===== src/rtl/if_fetch_unit.sv =====
// Small generic FIFO plus the instruction fetch unit that feeds the IF/ID register.
// Latency: fetched word visible at the outputs one cycle after mem_ready; branch target requested the next cycle.
// Backpressure: Freeze holds the head; fetch continues until two entries are buffered, then mem_req drops.

module fifo #(
    parameter  int DW    = 64,
    parameter  int DEPTH = 2,
    localparam int AW    = (DEPTH > 1) ? $clog2(DEPTH) : 1,
    localparam int CW    = $clog2(DEPTH + 1)
) (
    input  logic          clk,
    input  logic          rst,
    input  logic          clr,
    input  logic          push_vld,
    input  logic [DW-1:0] push_dat,
    input  logic          pop_rdy,
    output logic [DW-1:0] head_dat,
    output logic [CW-1:0] count
);
    logic [DW-1:0] mem [DEPTH];
    logic [AW-1:0] wr_ptr;
    logic [AW-1:0] rd_ptr;
    logic          do_push;
    logic          do_pop;

    assign do_pop  = pop_rdy && (count != '0);
    assign do_push = push_vld && ((count != CW'(DEPTH)) || do_pop);

    function automatic logic [AW-1:0] nxt(input logic [AW-1:0] p);
        return (p == AW'(DEPTH - 1)) ? '0 : p + 1'b1;
    endfunction

    always_ff @(posedge clk or negedge rst) begin
        if (!rst) begin
            wr_ptr <= '0;
            rd_ptr <= '0;
            count  <= '0;
        end else if (clr) begin
            wr_ptr <= '0;
            rd_ptr <= '0;
            count  <= '0;
        end else begin
            if (do_push) wr_ptr <= nxt(wr_ptr);
            if (do_pop)  rd_ptr <= nxt(rd_ptr);
            count <= count + CW'(do_push) - CW'(do_pop);
        end
    end

    always_ff @(posedge clk) begin
        if (do_push && !clr) mem[wr_ptr] <= push_dat;
    end

    assign head_dat = mem[rd_ptr];
endmodule

module if_fetch_unit #(
    parameter logic [31:0] RESET_PC = 32'h0000_0000
) (
    input  logic        clk,
    input  logic        rst,
    input  logic        Freeze,
    input  logic        Branch_taken,
    input  logic [31:0] Branch_Address,
    output logic        mem_req,
    output logic [31:0] mem_addr,
    input  logic        mem_ready,
    input  logic [31:0] mem_rdata,
    output logic [31:0] PC_out,
    output logic [31:0] Instruction_out,
    output logic        Fetch_valid,
    output logic        Flush
);
    typedef enum logic [1:0] {IDLE, REQ, WAIT_SPACE, DRAIN} state_t;

    typedef struct packed {
        logic [31:0] nxt_pc;
        logic [31:0] instr;
    } fetch_ent_t;

    state_t      state;
    logic [31:0] pc;
    logic [31:0] drain_addr;
    fetch_ent_t  push_ent;
    fetch_ent_t  head_ent;
    logic [1:0]  count;
    logic        push;
    logic        pop;

    // A branch flushes the queue, so the head is never consumed in that cycle.
    assign pop      = (count != 2'd0) && !Freeze && !Branch_taken;
    assign push     = (state == REQ) && mem_ready && !Branch_taken;
    assign push_ent = '{nxt_pc: pc + 32'd4, instr: mem_rdata};

    fifo #(.DW($bits(fetch_ent_t)), .DEPTH(2)) u_fifo (
        .clk      (clk),
        .rst      (rst),
        .clr      (Branch_taken),
        .push_vld (push),
        .push_dat (push_ent),
        .pop_rdy  (pop),
        .head_dat (head_ent),
        .count    (count)
    );

    always_ff @(posedge clk or negedge rst) begin
        if (!rst) begin
            state      <= IDLE;
            pc         <= RESET_PC;
            drain_addr <= RESET_PC;
        end else begin
            case (state)
                IDLE: begin
                    if (Branch_taken) pc <= Branch_Address;
                    state <= REQ;
                end
                REQ: begin
                    if (Branch_taken) begin
                        pc <= Branch_Address;
                        // Outstanding request must complete; remember its address.
                        if (!mem_ready) begin
                            drain_addr <= pc;
                            state      <= DRAIN;
                        end
                    end else if (mem_ready) begin
                        pc <= pc + 32'd4;
                        if ((count - {1'b0, pop}) == 2'd1) state <= WAIT_SPACE;
                    end
                end
                WAIT_SPACE: begin
                    if (Branch_taken) begin
                        pc    <= Branch_Address;
                        state <= REQ;
                    end else if (pop) begin
                        state <= REQ;
                    end
                end
                DRAIN: begin
                    if (Branch_taken) pc <= Branch_Address;
                    if (mem_ready) state <= REQ;
                end
                default: state <= IDLE;
            endcase
        end
    end

    assign mem_req         = (state == REQ) || (state == DRAIN);
    assign mem_addr        = (state == DRAIN) ? drain_addr : pc;
    assign Fetch_valid     = (count != 2'd0);
    assign PC_out          = Fetch_valid ? head_ent.nxt_pc : 32'h0;
    assign Instruction_out = Fetch_valid ? head_ent.instr : 32'h0;
    assign Flush           = Branch_taken;
endmodule

===== config.mk =====
export PLATFORM = sky130hd
export DESIGN_NAME = if_fetch_unit
export DESIGN_NICKNAME = d
export VERILOG_FILES = /design/src/rtl/if_fetch_unit.sv
export SDC_FILE = /design/constraint.sdc
export NUM_CORES = 1
export LEC_CHECK = 0
export BUFFER_PORTS_ARGS = -buffer_cell sky130_fd_sc_hd__buf_4
export CORE_UTILIZATION = 50
export CTS_BUF_LIST = sky130_fd_sc_hd__clkbuf_16
export CTS_CLUSTER_DIAMETER = 30
export DETAILED_ROUTE_END_ITERATION = 10
export GPL_TIMING_DRIVEN = 0
export HOLD_SLACK_MARGIN = 0.1
export MAX_ROUTING_LAYER = met4
export PLACE_DENSITY = 0.87
export SYNTH_ARGS = -nofsm -noshare
export SYNTH_HDL_FRONTEND = slang
export SYNTH_SLANG_ARGS = --single-unit

===== constraint.sdc =====
create_clock -name clk -period 4.3 [get_ports clk]
set_input_delay 0.215 -clock clk [delete_from_list [all_inputs] [get_ports clk]]
set_output_delay 0.215 -clock clk [all_outputs]
set_load 0.05 [all_outputs]

==> results.md <==
- # setup viols final: 0
- Reg2reg end: u_fifo.mem[1][32]$_DFFE_PP_
- Number of max-cap violations: 0
- H-tree depth: 4
- Register-to-register setup slack: between 1500 and 2000 ps
- Gates resized, CTS repair: 0
- Fraction of the mapped netlist area in simple logic gates: 11.11%
- Most frequent cells in the layout: buf_4 (171), edfxtp_1 (128), nor2_1 (95)
- Seq/Total Area, Yosys: between 60% and 70%
- Crit Path Max Fanout: 10
- Clk_lat worst skew: approximately 440 ps
- Number of setup buffers added after CTS: 0
- Antenna diodes: 0
- Clock sinks: 198
- Die area: 18,610 sq um
- Number of buffers and inverters on the critical path: 3
- Fin. Hold Viols: 0
- CTS Buffer Depth: 2
- Synth cell types: 43
- Initial Util: 51.68%
- Net count after synthesis: around 770
- DR iter-0 viols: a little over 500
- Vias in the first global route: between 6,000 and 7,000
- P per Cell Area: about 580 nW/um^2
- Worst VDD drop: approximately 0.4 mV
- Grt ovf: 0
- Initial antenna violation count: 0
- Final Wtd Congestion: slightly above 0.9
- Synth async-reset ratio: a little over a third
- # nets final: just over 1,000
- Post-Syn Area: 9032 sq um
- Ys Warns: 0
- FF+latch count, synth: ~200
- Post-Syn Area per Cell: approximately 13 sq um
- CP Capture Type: primary output
- CP cell instances: clkbuf_1 -> buf_1 -> mux2i_1 -> nor2_1 -> buf_4
- Die Ht: ~140 um
- Core Area: ~17,000 sq um
- Synth Area in XOR/XNOR: between 4 and 5%
- Required time of the critical path: between 4000 and 5000 ps
- Total power: 6841 uW
- Routed length per placed instance: 17.82 um
- Drt pass-1 iters: 6
- Share of cells above drive strength 1: between 20% and 30%
- Fmax achieved: 359.7 MHz
- Fin util: 67.86%
- Worst setup path endpoint: Instruction_out[30]
- Post-synthesis mux area share: ~15%
- Largest family of logic cells by synthesized area: multiplexers
- Adder-cell area share of the yosys netlist: 0.5541%
- Post-synth EDFFs: about 130
- HP Class: in -> reg
- # IOs: about 170
- Fillers: ~1,200
- Vias: about 6,500
- Slowest stage delay, CP: ~680 ps
- Clock-pin slew on the worst setup and hold paths: approximately 70 ps
- Cell count along the critical path: 5
- Ys flop type: edfxtp_1
- Cell count after synthesis: 699
- DRC viols: 0
- Worst Setup Path Type: reg -> out
- Chip width: roughly 140 um
- Cts bufs inserted: 17
- Largest net degree at the start of global routing: between 70 and 80
- Max-slew headroom: a little under two fifths
- Final Slew Violations: 0
- Area Overhead vs Synth: 31.29%
- Fin crit period: ~2800 ps
- Synth Area in Compound Gates: between 3 and 4%
- WP data arrival: between 2000 and 3000 ps
- CP startpoint: u_fifo.rd_ptr$_DFFE_PN0P_
- RSZ-0062 raised after global routing: no
- Delay-heaviest family, CP: buffers and inverters
- Reg-to-Reg Start: state[1]$_DFFE_PN0P_
- Commonest non-fill, non-tap cell in the layout: buf_4
- Final WL: roughly 21 mm
- Worst r2r path cells: 3
- Vias per cell: between 5 and 6
- CTS tree: yes
- Slowest stage cell, crit path: buf_1
- First-pass GRT wire length: ~33 mm
- Setup crit start kind: flip-flop
- Status: finished clean
- Final cycle utilization of the critical path: between 60 and 70%
- Rows: 48
- Leakage dissipation: about 0.0045 uW
- Layout Skew: between 10 and 15 ps
- Worst-margin pin slew: between 900 and 1000 ps
- Post-route ant nets: 0
- Overall routing resource usage: between 20% and 30%
- Hold depth: 3
- IO Port Bufs: between 150 and 200
- Post-detail-place hpwl: ~14 mm
- Root buffer cell: clkbuf_16
-- flip-flops by register name, indices dropped and copies added, names as in the netlist --
name	count
u_fifo.mem	128
drain_addr	32
pc	32
state	2
u_fifo.count	2
u_fifo.rd_ptr	1
u_fifo.wr_ptr	1
-- worst register-to-register path: stages, from the launching register on --
cell	delay, ps
dfrtp_1	450
nand3b_1	360
a311oi_1	620
and2_4	820
-- cells in the mapped netlist (all sizes together), types with 3 or more instances --
master / n / share of area, %
ha: 4 / 0.55
or3: 3 / 0.21
xor2: 19 / 1.8
mux2i: 65 / 7.2
mux2: 66 / 8.2
o31ai: 11 / 0.91
or4: 13 / 1.1
nand2: 31 / 1.3
dfrtp: 70 / 19
nor2: 95 / 3.9
nand4: 10 / 0.69
and3: 4 / 0.28
and4: 4 / 0.39
nand3: 20 / 1.3
clkbuf: 30 / 1.2
nor2b: 3 / 0.21
edfxtp: 128 / 43
xnor2: 26 / 2.5
inv: 8 / 0.33
nor4: 5 / 0.35
nor3: 12 / 0.66
a31oi: 13 / 0.90
o21ai: 17 / 0.94
buf: 25 / 1.4
-- metal layers --
layer / share of wire, % / vias up / global-route usage, %
li1: - / 3045 / -
met1: 42 / 3167 / 30.27
met2: 50 / 229 / 38.75
met3: 5.4 / 43 / 3.766
met4: 2.6 / 0 / 11.42
met5: 0 / - / -
-- kinds of logic after synthesis --
kind of cell / count (synthesis)
simple gates: 208
flops: 198
mux: 131
buf+inv: 63
compound gates: 50
xor+xnor: 45
fa+ha+maj: 4
-- worst min path at each step --
stage / end / slack, ps / start
after floorplan: drain_addr[0]$_DFFE_PN0P_ / -80 / rst
after global placement: drain_addr[8]$_DFFE_PN0P_ / 400 / rst
after detailed placement: u_fifo.mem[1][24]$_DFFE_PP_ / 400 / mem_rdata[24]
after CTS: pc[20]$_DFFE_PN0P_ / 110 / Branch_Address[20]
after global routing: pc[20]$_DFFE_PN0P_ / 150 / Branch_Address[20]
final: pc[20]$_DFFE_PN0P_ / 120 / Branch_Address[20]
-- metrics by stage --
| stage | setup TNS [ps] | hold WS (ps) | setup slack, ps | area [sq um] | cells |
|---|---|---|---|---|---|
| finish | 0 | 124.8 | 1520 | 11860 | 1189 |
| global route | 0 | 145.4 | 1355 | 11860 | 1189 |
| CTS | 0 | 108.1 | 1488 | 11860 | 1189 |
| detailed placement | 0 | 402.7 | 1652 | 10620 | 1093 |
| global placement | -3735 | 399.9 | -62.23 | 10570 | 1091 |
| floorplan | 0 | -80.59 | 1019 | 9035 | 699 |
-- report_power, final --
group	leakage, uW	switching (uW)	internal (uW)
clock	0.000290	702	917
combinational	0.00222	1810	952
sequential	0.00199	139	2320
-- area by class of cell --
cell class | instances | area [sq um] | area share [%]
flip-flops and latches | 198 | 5595 | 47.18
repair buffers | 233 | 1934 | 16.31
inverters | 8 | 30.03 | 0.2532
well taps | 225 | 281.5 | 2.374
clock buffers | 17 | 425.4 | 3.587
plain buffers | 55 | 242.7 | 2.047
multi-input cells | 438 | 3174 | 26.77
clock inverters | 15 | 175.2 | 1.477
-- timing repair --
item,4_1_cts,5_1_grt
hold endpoints to repair,165,0
setup endpoints to repair,0,0
hold buffers,64,0
(Power assumes the default switching activity.)
